**src/rtl/controller_fsm_mc_if.sv**
```systemverilog
// Control bundle between the multi-cycle controller and the datapath / instruction memory.
// The controller takes the master side; the datapath or a testbench takes the slave side.
interface controller_fsm_mc_if #(
  parameter int OP_W  = 4,
  parameter int CNT_W = 4
);
  logic [OP_W-1:0]  Opcode;
  logic [CNT_W-1:0] ShAmt;
  logic             Z;
  logic             C;
  logic             IMemAck;
  logic             Resume;
  logic             IMemReq;
  logic             LoadIR;
  logic             IncPC;
  logic             SelPC;
  logic             LoadPC;
  logic             LoadReg;
  logic             LoadAcc;
  logic [1:0]       SelAcc;
  logic [OP_W-1:0]  SelALU;
  logic             Halted;
  logic [1:0]       Fault;
  logic [2:0]       State;

  modport master (
    input  Opcode, ShAmt, Z, C, IMemAck, Resume,
    output IMemReq, LoadIR, IncPC, SelPC, LoadPC, LoadReg, LoadAcc,
           SelAcc, SelALU, Halted, Fault, State
  );

  modport slave (
    output Opcode, ShAmt, Z, C, IMemAck, Resume,
    input  IMemReq, LoadIR, IncPC, SelPC, LoadPC, LoadReg, LoadAcc,
           SelAcc, SelALU, Halted, Fault, State
  );
endinterface

```
**src/rtl/controller_fsm_mc.sv**
```systemverilog
// Multi-cycle accumulator-CPU controller: FETCH/DECODE/EXEC sequencing with multi-cycle
// shifts, conditional jumps, resumable HALT and sticky fault trapping.
module controller_fsm_mc #(
  parameter int OP_W    = 4,
  parameter int CNT_W   = 4,
  parameter int TIMEOUT = 15
) (
  input  logic                 Clk,
  input  logic                 reset_n,
  controller_fsm_mc_if.master  bus
);

  typedef enum logic [2:0] {
    S_IDLE   = 3'd0,
    S_FETCH  = 3'd1,
    S_DECODE = 3'd2,
    S_EXEC   = 3'd3,
    S_HALTED = 3'd4,
    S_FAULT  = 3'd5
  } state_t;

  localparam logic [OP_W-1:0] OP_NOP    = OP_W'(4'h0);
  localparam logic [OP_W-1:0] OP_ADD    = OP_W'(4'h1);
  localparam logic [OP_W-1:0] OP_SUB    = OP_W'(4'h2);
  localparam logic [OP_W-1:0] OP_NOR    = OP_W'(4'h3);
  localparam logic [OP_W-1:0] OP_R2A    = OP_W'(4'h4);
  localparam logic [OP_W-1:0] OP_A2R    = OP_W'(4'h5);
  localparam logic [OP_W-1:0] OP_JZR    = OP_W'(4'h6);
  localparam logic [OP_W-1:0] OP_JZI    = OP_W'(4'h7);
  localparam logic [OP_W-1:0] OP_JNZR   = OP_W'(4'h8);
  localparam logic [OP_W-1:0] OP_JCI    = OP_W'(4'h9);
  localparam logic [OP_W-1:0] OP_JNZI   = OP_W'(4'hA);
  localparam logic [OP_W-1:0] OP_SHFL   = OP_W'(4'hB);
  localparam logic [OP_W-1:0] OP_SHFR   = OP_W'(4'hC);
  localparam logic [OP_W-1:0] OP_I2A    = OP_W'(4'hD);
  localparam logic [OP_W-1:0] OP_ILL    = OP_W'(4'hE);
  localparam logic [OP_W-1:0] OP_HALT   = OP_W'(4'hF);

  state_t           state_q, state_d;
  logic [CNT_W-1:0] cnt_q, cnt_d;
  logic [OP_W-1:0]  op_q, op_d;
  logic [CNT_W-1:0] sh_q, sh_d;
  logic [1:0]       fault_q, fault_d;

  logic [CNT_W:0]   cnt_inc;
  logic             illegal;

  assign cnt_inc = {1'b0, cnt_q} + (CNT_W+1)'(1);
  assign illegal = ((bus.Opcode >> 4) != '0) || (bus.Opcode == OP_ILL);

  always_ff @(posedge Clk or negedge reset_n) begin
    if (!reset_n) begin
      state_q <= S_IDLE;
      cnt_q   <= '0;
      op_q    <= '0;
      sh_q    <= '0;
      fault_q <= 2'b00;
    end else begin
      state_q <= state_d;
      cnt_q   <= cnt_d;
      op_q    <= op_d;
      sh_q    <= sh_d;
      fault_q <= fault_d;
    end
  end

  always_comb begin
    state_d     = state_q;
    cnt_d       = cnt_q;
    op_d        = op_q;
    sh_d        = sh_q;
    fault_d     = fault_q;
    bus.IMemReq = 1'b0;
    bus.LoadIR  = 1'b0;
    bus.IncPC   = 1'b0;
    bus.SelPC   = 1'b0;
    bus.LoadPC  = 1'b0;
    bus.LoadReg = 1'b0;
    bus.LoadAcc = 1'b0;
    bus.SelAcc  = 2'b00;
    bus.SelALU  = OP_NOP;
    bus.Halted  = 1'b0;

    case (state_q)
      S_IDLE: state_d = S_FETCH;

      S_FETCH: begin
        bus.IMemReq = 1'b1;
        if (bus.IMemAck) begin
          bus.LoadIR = 1'b1;
          cnt_d      = '0;
          state_d    = S_DECODE;
        end else if (TIMEOUT != 0 && cnt_inc == (CNT_W+1)'(TIMEOUT)) begin
          cnt_d   = '0;
          fault_d = 2'b10;
          state_d = S_FAULT;
        end else begin
          cnt_d = cnt_inc[CNT_W-1:0];
        end
      end

      S_DECODE: begin
        op_d = bus.Opcode;
        sh_d = bus.ShAmt;
        if (illegal) begin
          fault_d = 2'b01;
          state_d = S_FAULT;
        end else begin
          state_d = S_EXEC;
        end
      end

      S_EXEC: begin
        state_d = S_FETCH;
        case (op_q)
          OP_ADD, OP_SUB, OP_NOR: begin
            bus.LoadAcc = 1'b1;
            bus.SelAcc  = 2'b11;
            bus.SelALU  = op_q;
            bus.IncPC   = 1'b1;
          end
          OP_SHFL, OP_SHFR: begin
            // sh_q doubles as the remaining-cycle counter; zero means no shift at all
            if (sh_q == '0) begin
              bus.IncPC = 1'b1;
            end else begin
              bus.LoadAcc = 1'b1;
              bus.SelAcc  = 2'b11;
              bus.SelALU  = op_q;
              sh_d        = sh_q - CNT_W'(1);
              if (sh_q == CNT_W'(1)) begin
                bus.IncPC = 1'b1;
              end else begin
                state_d = S_EXEC;
              end
            end
          end
          OP_R2A: begin
            bus.LoadAcc = 1'b1;
            bus.SelAcc  = 2'b01;
            bus.IncPC   = 1'b1;
          end
          OP_A2R: begin
            bus.LoadReg = 1'b1;
            bus.IncPC   = 1'b1;
          end
          OP_I2A: begin
            bus.LoadAcc = 1'b1;
            bus.SelAcc  = 2'b00;
            bus.IncPC   = 1'b1;
          end
          OP_JZR, OP_JZI, OP_JNZR, OP_JNZI, OP_JCI: begin
            if ((op_q == OP_JZR  &&  bus.Z) || (op_q == OP_JZI  &&  bus.Z) ||
                (op_q == OP_JNZR && !bus.Z) || (op_q == OP_JNZI && !bus.Z) ||
                (op_q == OP_JCI  &&  bus.C)) begin
              bus.LoadPC = 1'b1;
              bus.SelPC  = (op_q != OP_JZR) && (op_q != OP_JNZR);
              bus.SelALU = op_q;
            end else begin
              bus.IncPC = 1'b1;
            end
          end
          OP_HALT: begin
            bus.IncPC  = 1'b1;
            bus.SelALU = op_q;
            state_d    = S_HALTED;
          end
          default: bus.IncPC = 1'b1;
        endcase
      end

      S_HALTED: begin
        bus.Halted = 1'b1;
        if (bus.Resume) state_d = S_FETCH;
      end

      S_FAULT: state_d = S_FAULT;

      default: state_d = S_IDLE;
    endcase
  end

  assign bus.Fault = fault_q;
  assign bus.State = state_q;

endmodule

```
**src/flat_wrapper.sv**
```systemverilog
// flat-port wrapper written by rule: the top's interface ports become plain ports
module controller_fsm_mc_flat 
#(
  parameter int OP_W    = 4,
  parameter int CNT_W   = 4,
  parameter int TIMEOUT = 15
)
  (Clk, reset_n, bus_Opcode, bus_ShAmt, bus_Z, bus_C, bus_IMemAck, bus_Resume, bus_IMemReq, bus_LoadIR, bus_IncPC, bus_SelPC, bus_LoadPC, bus_LoadReg, bus_LoadAcc, bus_SelAcc, bus_SelALU, bus_Halted, bus_Fault, bus_State);
  controller_fsm_mc_if #(.OP_W(OP_W), .CNT_W(CNT_W)) bus_i ();
  input  logic Clk;
  input  logic reset_n;
  input wire logic [$bits(bus_i.Opcode)-1:0] bus_Opcode;
  input wire logic [$bits(bus_i.ShAmt)-1:0] bus_ShAmt;
  input wire logic [$bits(bus_i.Z)-1:0] bus_Z;
  input wire logic [$bits(bus_i.C)-1:0] bus_C;
  input wire logic [$bits(bus_i.IMemAck)-1:0] bus_IMemAck;
  input wire logic [$bits(bus_i.Resume)-1:0] bus_Resume;
  output wire logic [$bits(bus_i.IMemReq)-1:0] bus_IMemReq;
  output wire logic [$bits(bus_i.LoadIR)-1:0] bus_LoadIR;
  output wire logic [$bits(bus_i.IncPC)-1:0] bus_IncPC;
  output wire logic [$bits(bus_i.SelPC)-1:0] bus_SelPC;
  output wire logic [$bits(bus_i.LoadPC)-1:0] bus_LoadPC;
  output wire logic [$bits(bus_i.LoadReg)-1:0] bus_LoadReg;
  output wire logic [$bits(bus_i.LoadAcc)-1:0] bus_LoadAcc;
  output wire logic [$bits(bus_i.SelAcc)-1:0] bus_SelAcc;
  output wire logic [$bits(bus_i.SelALU)-1:0] bus_SelALU;
  output wire logic [$bits(bus_i.Halted)-1:0] bus_Halted;
  output wire logic [$bits(bus_i.Fault)-1:0] bus_Fault;
  output wire logic [$bits(bus_i.State)-1:0] bus_State;
  assign bus_i.Opcode = bus_Opcode;
  assign bus_i.ShAmt = bus_ShAmt;
  assign bus_i.Z = bus_Z;
  assign bus_i.C = bus_C;
  assign bus_i.IMemAck = bus_IMemAck;
  assign bus_i.Resume = bus_Resume;
  assign bus_IMemReq = bus_i.IMemReq;
  assign bus_LoadIR = bus_i.LoadIR;
  assign bus_IncPC = bus_i.IncPC;
  assign bus_SelPC = bus_i.SelPC;
  assign bus_LoadPC = bus_i.LoadPC;
  assign bus_LoadReg = bus_i.LoadReg;
  assign bus_LoadAcc = bus_i.LoadAcc;
  assign bus_SelAcc = bus_i.SelAcc;
  assign bus_SelALU = bus_i.SelALU;
  assign bus_Halted = bus_i.Halted;
  assign bus_Fault = bus_i.Fault;
  assign bus_State = bus_i.State;
  controller_fsm_mc #(.OP_W(OP_W), .CNT_W(CNT_W), .TIMEOUT(TIMEOUT)) u_core (.Clk(Clk), .reset_n(reset_n), .bus(bus_i));
endmodule
```
**config.mk**
```make
export PLATFORM = sky130hd
export DESIGN_NAME = controller_fsm_mc_flat
export DESIGN_NICKNAME = d
export VERILOG_FILES = /design/src/rtl/controller_fsm_mc_if.sv /design/src/rtl/controller_fsm_mc.sv /design/src/flat_wrapper.sv
export SDC_FILE = /design/constraint.sdc
export NUM_CORES = 1
export LEC_CHECK = 0
export ABC_AREA = 1
export BUFFER_PORTS_ARGS = -buffer_cell sky130_fd_sc_hd__buf_4
export CAP_MARGIN = 5
export CORE_UTILIZATION = 50
export DETAILED_ROUTE_END_ITERATION = 8
export HOLD_SLACK_MARGIN = 0.03
export PLACE_DENSITY = 0.73
export SETUP_SLACK_MARGIN = 0.3
export SLEW_MARGIN = 30
export SYNTH_ARGS = -nofsm -noshare
export SYNTH_HDL_FRONTEND = slang
export SYNTH_SLANG_ARGS = --single-unit
```
**constraint.sdc**
```tcl
create_clock -name Clk -period 1.5 [get_ports Clk]
set_input_delay 0.075 -clock Clk [delete_from_list [all_inputs] [get_ports Clk]]
set_output_delay 0.075 -clock Clk [all_outputs]
set_load 0.005 [all_outputs]
```
Yosys cells after proc, flatten, opt, wreduce, memory -nomap -nowiden

Index checks and enable logic that the tools add are counted.
Widths: inputs -> output; s select.

Flip-flop bits (word level): 17
Bits of input ports: 14
Output and inout port bits: 19
Logic and storage cells: 105

$add $sub $neg: 2
Equal/unequal tests: 31
Mux-type cells: 44
Reduce and logical (&&, ||, !) cells: 23

Operator list:

| cell                | number |
|---|---|
| $eq 4x4->1 const B  | 8 |
| $mux 4              | 7 |
| $mux 1              | 18 |
| $pmux 3 s6          | 1 |
| $eq 4x3->1 const B  | 4 |
| $mux 3              | 5 |
| $mux 2              | 6 |
| $pmux 4 s3          | 1 |
| $reduce_or 5->1     | 2 |
| $eq 4x1->1 const B  | 2 |
| $eq 4x2->1 const B  | 2 |
| $ne 2x2->1 const B  | 4 |
| $pmux 4 s2          | 1 |
| $eq 3x2->1 const B  | 2 |
| $eq 3x3->1 const B  | 2 |
| $logic_and 1x1->1   | 6 |
| $pmux 2 s3          | 1 |
| $pmux 3 s2          | 1 |
| $add 4x1->5 const B | 1 |
| $eq 5x4->1 const B  | 1 |
| $logic_not 4->1     | 1 |
| $logic_or 1x1->1    | 4 |
| $ne 2x1->1 const B  | 2 |
| $ne 4x3->1 const B  | 1 |
| other kinds (15)    | 17 |

Depth between registers and ports, before layout

Depth after elaboration: 9
Depth in mapped cells: 10
Gate-level depth less buffers: 10

Least setup slack after synthesis

OpenSTA, ideal clock, no wires.

Kind: reg2reg
From: register u_core.cnt_q[0]
To: register u_core.fault_q[0] (netlist: u_core.bus.Fault[0])
Library setup time: 117 ps
Arrival time: 1,138 ps
Data required time: 1,383 ps
Slack: 245 ps
Stages on the path, launching flop included: 10
Path buffers: 0
Period minus slack after synthesis: 1,255 ps
Path through: dfrtp_1 > ha_1 > nand2_1 > nand2_1 > nor2_1 > nand2_1 > nand2_1 > nand3_2 > nand2_1 > nand2_1

Longest elaborated chain between the ends: 4

RTL lines:

| element                    | RTL line                | source |
|---|---|---|
| from (decl)                | controller_fsm_mc.sv:40 | `logic [CNT_W-1:0] cnt_q, cnt_d;` |
| from (signal assigned)     | controller_fsm_mc.sv:60 | `cnt_q <= cnt_d;` |
| $add 4x1->5                | controller_fsm_mc.sv:48 | `assign cnt_inc = {1'b0, cnt_q} + (CNT_W+1)'(1);` |
| $eq 5x4->1                 | controller_fsm_mc.sv:93 | `end else if (TIMEOUT != 0 && cnt_inc == (CNT_W+1)'(TIMEOUT)) begin` |
| $ne 2x1->1 (no line)       | n/a                     |  |
| $reduce_and 4->1 (no line) | n/a                     |  |
| to (signal assigned)       | controller_fsm_mc.sv:63 | `fault_q <= fault_d;` |
| to (decl)                  | controller_fsm_mc.sv:43 | `logic [1:0] fault_q, fault_d;` |

No other way between the ends.
A chain may end at the register's enable or synchronous reset.

Worst setup path in the final report

From: register u_core.op_q[3]
To: output port bus_SelALU[2]

Longest elaborated chain between the ends: 9
Elaborated cells between the ends (all ways): 26
Those cells by class: eq/ne: 11; mux: 3; reduce/logical: 12

RTL lines:

| element                       | RTL line                                           | source |
|---|---|---|
| from (decl)                   | controller_fsm_mc.sv:41                            | `logic [OP_W-1:0] op_q, op_d;` |
| from (signal assigned)        | controller_fsm_mc.sv:61                            | `op_q <= op_d;` |
| $eq 4x3->1                    | controller_fsm_mc.sv:115, controller_fsm_mc.sv:153 |  |
| $logic_and 1x1->1             | controller_fsm_mc.sv:153                           | `if ((op_q == OP_JZR && bus.Z) \|\| (op_q == OP_JZI && bus.Z) \|\|` |
| $logic_or 1x1->1 (2 in a row) | controller_fsm_mc.sv:153                           |  |
| $logic_or 1x1->1 (2 in a row) | controller_fsm_mc.sv:154                           | `(op_q == OP_JNZR && !bus.Z) \|\| (op_q == OP_JNZI && !bus.Z) \|\|` |
| $mux 4                        | controller_fsm_mc.sv:153                           |  |
| $pmux 4 s3 *                  | controller_fsm_mc.sv:115                           | `case (op_q)` |
| $mux 4 *                      | controller_fsm_mc.sv:84                            | `case (state_q)` |
| to (decl)                     | flat_wrapper.sv:26                                 | `output wire logic [$bits(bus_i.SelALU)-1:0] bus_SelALU;` |

Every way passes the cells marked *; elsewhere a longest branch is shown, timed or not.

==> flow_summary.ini <==
[critical_path]
required_ns = 1.42
crit_fanout = 5
crit_start = u_core.op_q[3]
cp.arrival_ns = 1.75
crit_path_start_kind = register
reg2reg_from = u_core.op_q[3]
cp-end-kind = output port
critPathKind = register to output port

[pwr]
clockPowerShare = 0.061
comb_power_share = 0.721
p_leak_nw = 1.137
p_sw_frac = 0.5090
p_int_w = 0.002276
p_seq_frac = 0.218
vdd_ir_drop_max_mv = 1.818
power_w = 0.004636
power.density_nw_per_um2 = 2100
p_switching_w = 0.002360

[yosys]
synth_top_family_by_area = simple AND/OR/NAND/NOR gates
synthMuxAreaShare = 0
ys_seq_elements = 17
syn_inst = 191
yosysUniqueCellTypes = 27
synth-simple-area-share = 0.4037
synth_xor_area_frac = 0
synthAdderAreaFrac = 0.04864
yosysWarnings = 0
synth_compound_area_frac = 0.1196
syn_avg_cell_area_um2 = 6.734
syn_area_um2 = 1286
syn-num-nets = 210
synth-seq-area-share = 0.3307

[timing]
fin_crit_ns = 1.824
rsz0062_at_grt = true
setup_viol = 15
hold_slack_ns = 0.08262
fin_ws_ns = -0.3239
max_freq_mhz = 548.3
hold_viol = 0
tns_ns = -2.510
maxSlewHeadroom = 0.7866
finalMaxSlewViolations = 0
skew_ns = 0.006712
worst_slew_pin_slew_ns = 0.3167
finalCritPeriodShare = 1.216

[drt]
first_pass_iters = 4
ant_nets = 0
vias_per_cell = 5.864
routed_wl_um = 5364
drc = 0
wl_per_cell_um = 18.24
drt_iter0_markers = 94
via_count = 1724

[clock_tree]
numCtsBuffers = 3
worstSkewPairLatency_ns = 0.32
clk_pin_slew_ns = 0.12
h-tree-depth = 1
cts_sinks = 17
clockBufferDepth = 2
cts_tree = done
clock-root-buffer = clkbuf_4

[grt]
grt_remaining_overflow = 0
first_global_vias = 1308
grt_usage = 0.2872
grt_max_degree = 18
antenna_found_initial = 0
grt_pass1_wl_um = 5720

[placed_design]
place_hpwl_um = 2307
gp_congestion = 0.8582
numPortBuffers = 32

[layout]
multiInputGateArea_um2 = 970.9
final_common_cell = buf_4
layout-drive-gt1-share = 0.5606
diodes = 0
syn_to_final_growth_pct = 71.60
regArea_um2 = 434.2
fillers = 109
final_cell_mix = buf_4, nand2_1, nand2_2
layout.nets = 284

[floorplan]
start_util = 0.5240
rows = 18
core_area_um2 = 2455
io_pins = 33
die_h_um = 52.72
die_w_um = 52.72
die-area_um2 = 2779

[status]
status = finished with violations
violations = negative setup slack

[job]
maxCapViolations = 0

[worst_hold_path]
holdCritStartpoint = bus_Opcode[0]
worstHoldPathType = primary input to register
cell families after synthesis:
| logic type | count (synthesis) |
|---|---|
| buf+inv | 31 |
| fa+ha+maj | 5 |
| simple gates | 110 |
| flops | 17 |
| compound gates | 28 |
critical path, cell delays in order, from the launching register on:
cell and delay [ns]:
dfrtp_2 0.49, inv_2 0.08, nor2_4 0.17, nand2_2 0.10
nand2_4 0.10, nor2_2 0.06, nand2_2 0.06, nand2_1 0.06
nor2_1 0.14, buf_4 0.13
Yosys cell counts, drive strengths merged:
master,instances,share of area
a21o,1,0.0058
a21oi,8,0.031
a311oi,1,0.0068
a31oi,2,0.0097
a41oi,1,0.0068
buf,1,0.0088
clkinv,2,0.0068
dfrtp,17,0.33
ha,5,0.049
inv,28,0.082
nand2,69,0.23
nand3,11,0.051
nand4,3,0.015
nor2,23,0.087
nor3,2,0.0078
nor4,1,0.0049
o21ai,14,0.054
o22ai,1,0.0049
or2,1,0.0049
metal layers:
metal	global-route usage	part of all wire
met3	0.03478	0.071
met5	0	0
met1	0.3297	0.38
met4	0.1491	0.052
met2	0.5127	0.49
registers in the layout, summed over array words and instances, names as in the netlist:
register,count
u_core.bus.Fault,2
u_core.bus.State,3
u_core.cnt_q,4
u_core.op_q,4
u_core.sh_q,4
through the flow:
stage               cells  setup slack [ns]  utilization  instance area, um2
floorplan             191            0.2560            -                1294
global placement      252           0.01407       0.6356                1560
detailed placement    252           0.03000       0.6356                1560
CTS                   283           -0.1919       0.7895                1938
global route          294           -0.3828       0.8991                2207
finish                294           -0.3239       0.8991                2207
worst paths after layout:
kind | to | slack (ns) | depth (start not counted)
setup / recovery | bus_SelALU[2] | -0.32 | 9
min in group asynchronous | u_core.op_q[0] | 0.15 | 2
hold reg to reg | u_core.bus.Fault[1] | 0.50 | 2
max in group asynchronous | u_core.bus.State[2] | 1.13 | 2
hold / removal | u_core.op_q[0] | 0.08 | 3
setup reg to reg | u_core.sh_q[0] | -0.08 | 11
power groups by stage:
stage	clock, W	combinational, W	sequential [W]
2_1_floorplan	0	0.00121	0.000898
3_3_place_gp	0	0.00164	0.000938
3_5_place_dp	0	0.00167	0.000946
4_1_cts	0.000266	0.00242	0.000923
5_1_grt	0.000291	0.00356	0.00102
6_report	0.000284	0.00334	0.00101
final cells by class:
cell class | count | share of cell area
Multi-Input combinational cell | 143 | 0.4399
Sequential cell | 17 | 0.1967
Clock buffer | 3 | 0.01020
Clock inverter | 1 | 0.002268
Tap cell | 30 | 0.01701
Inverter | 30 | 0.06576
Timing Repair Buffer | 70 | 0.2681
timing repair:
item,4_1_cts,5_1_grt
endpoints found under the setup margin,29,31
cloned,0,0
pin swaps,14,16
buffers inserted,22,11
resized for setup,42,51
hold endpoints to repair,21,0
hold buffers,5,0
Power figures use the tool's default switching activity.
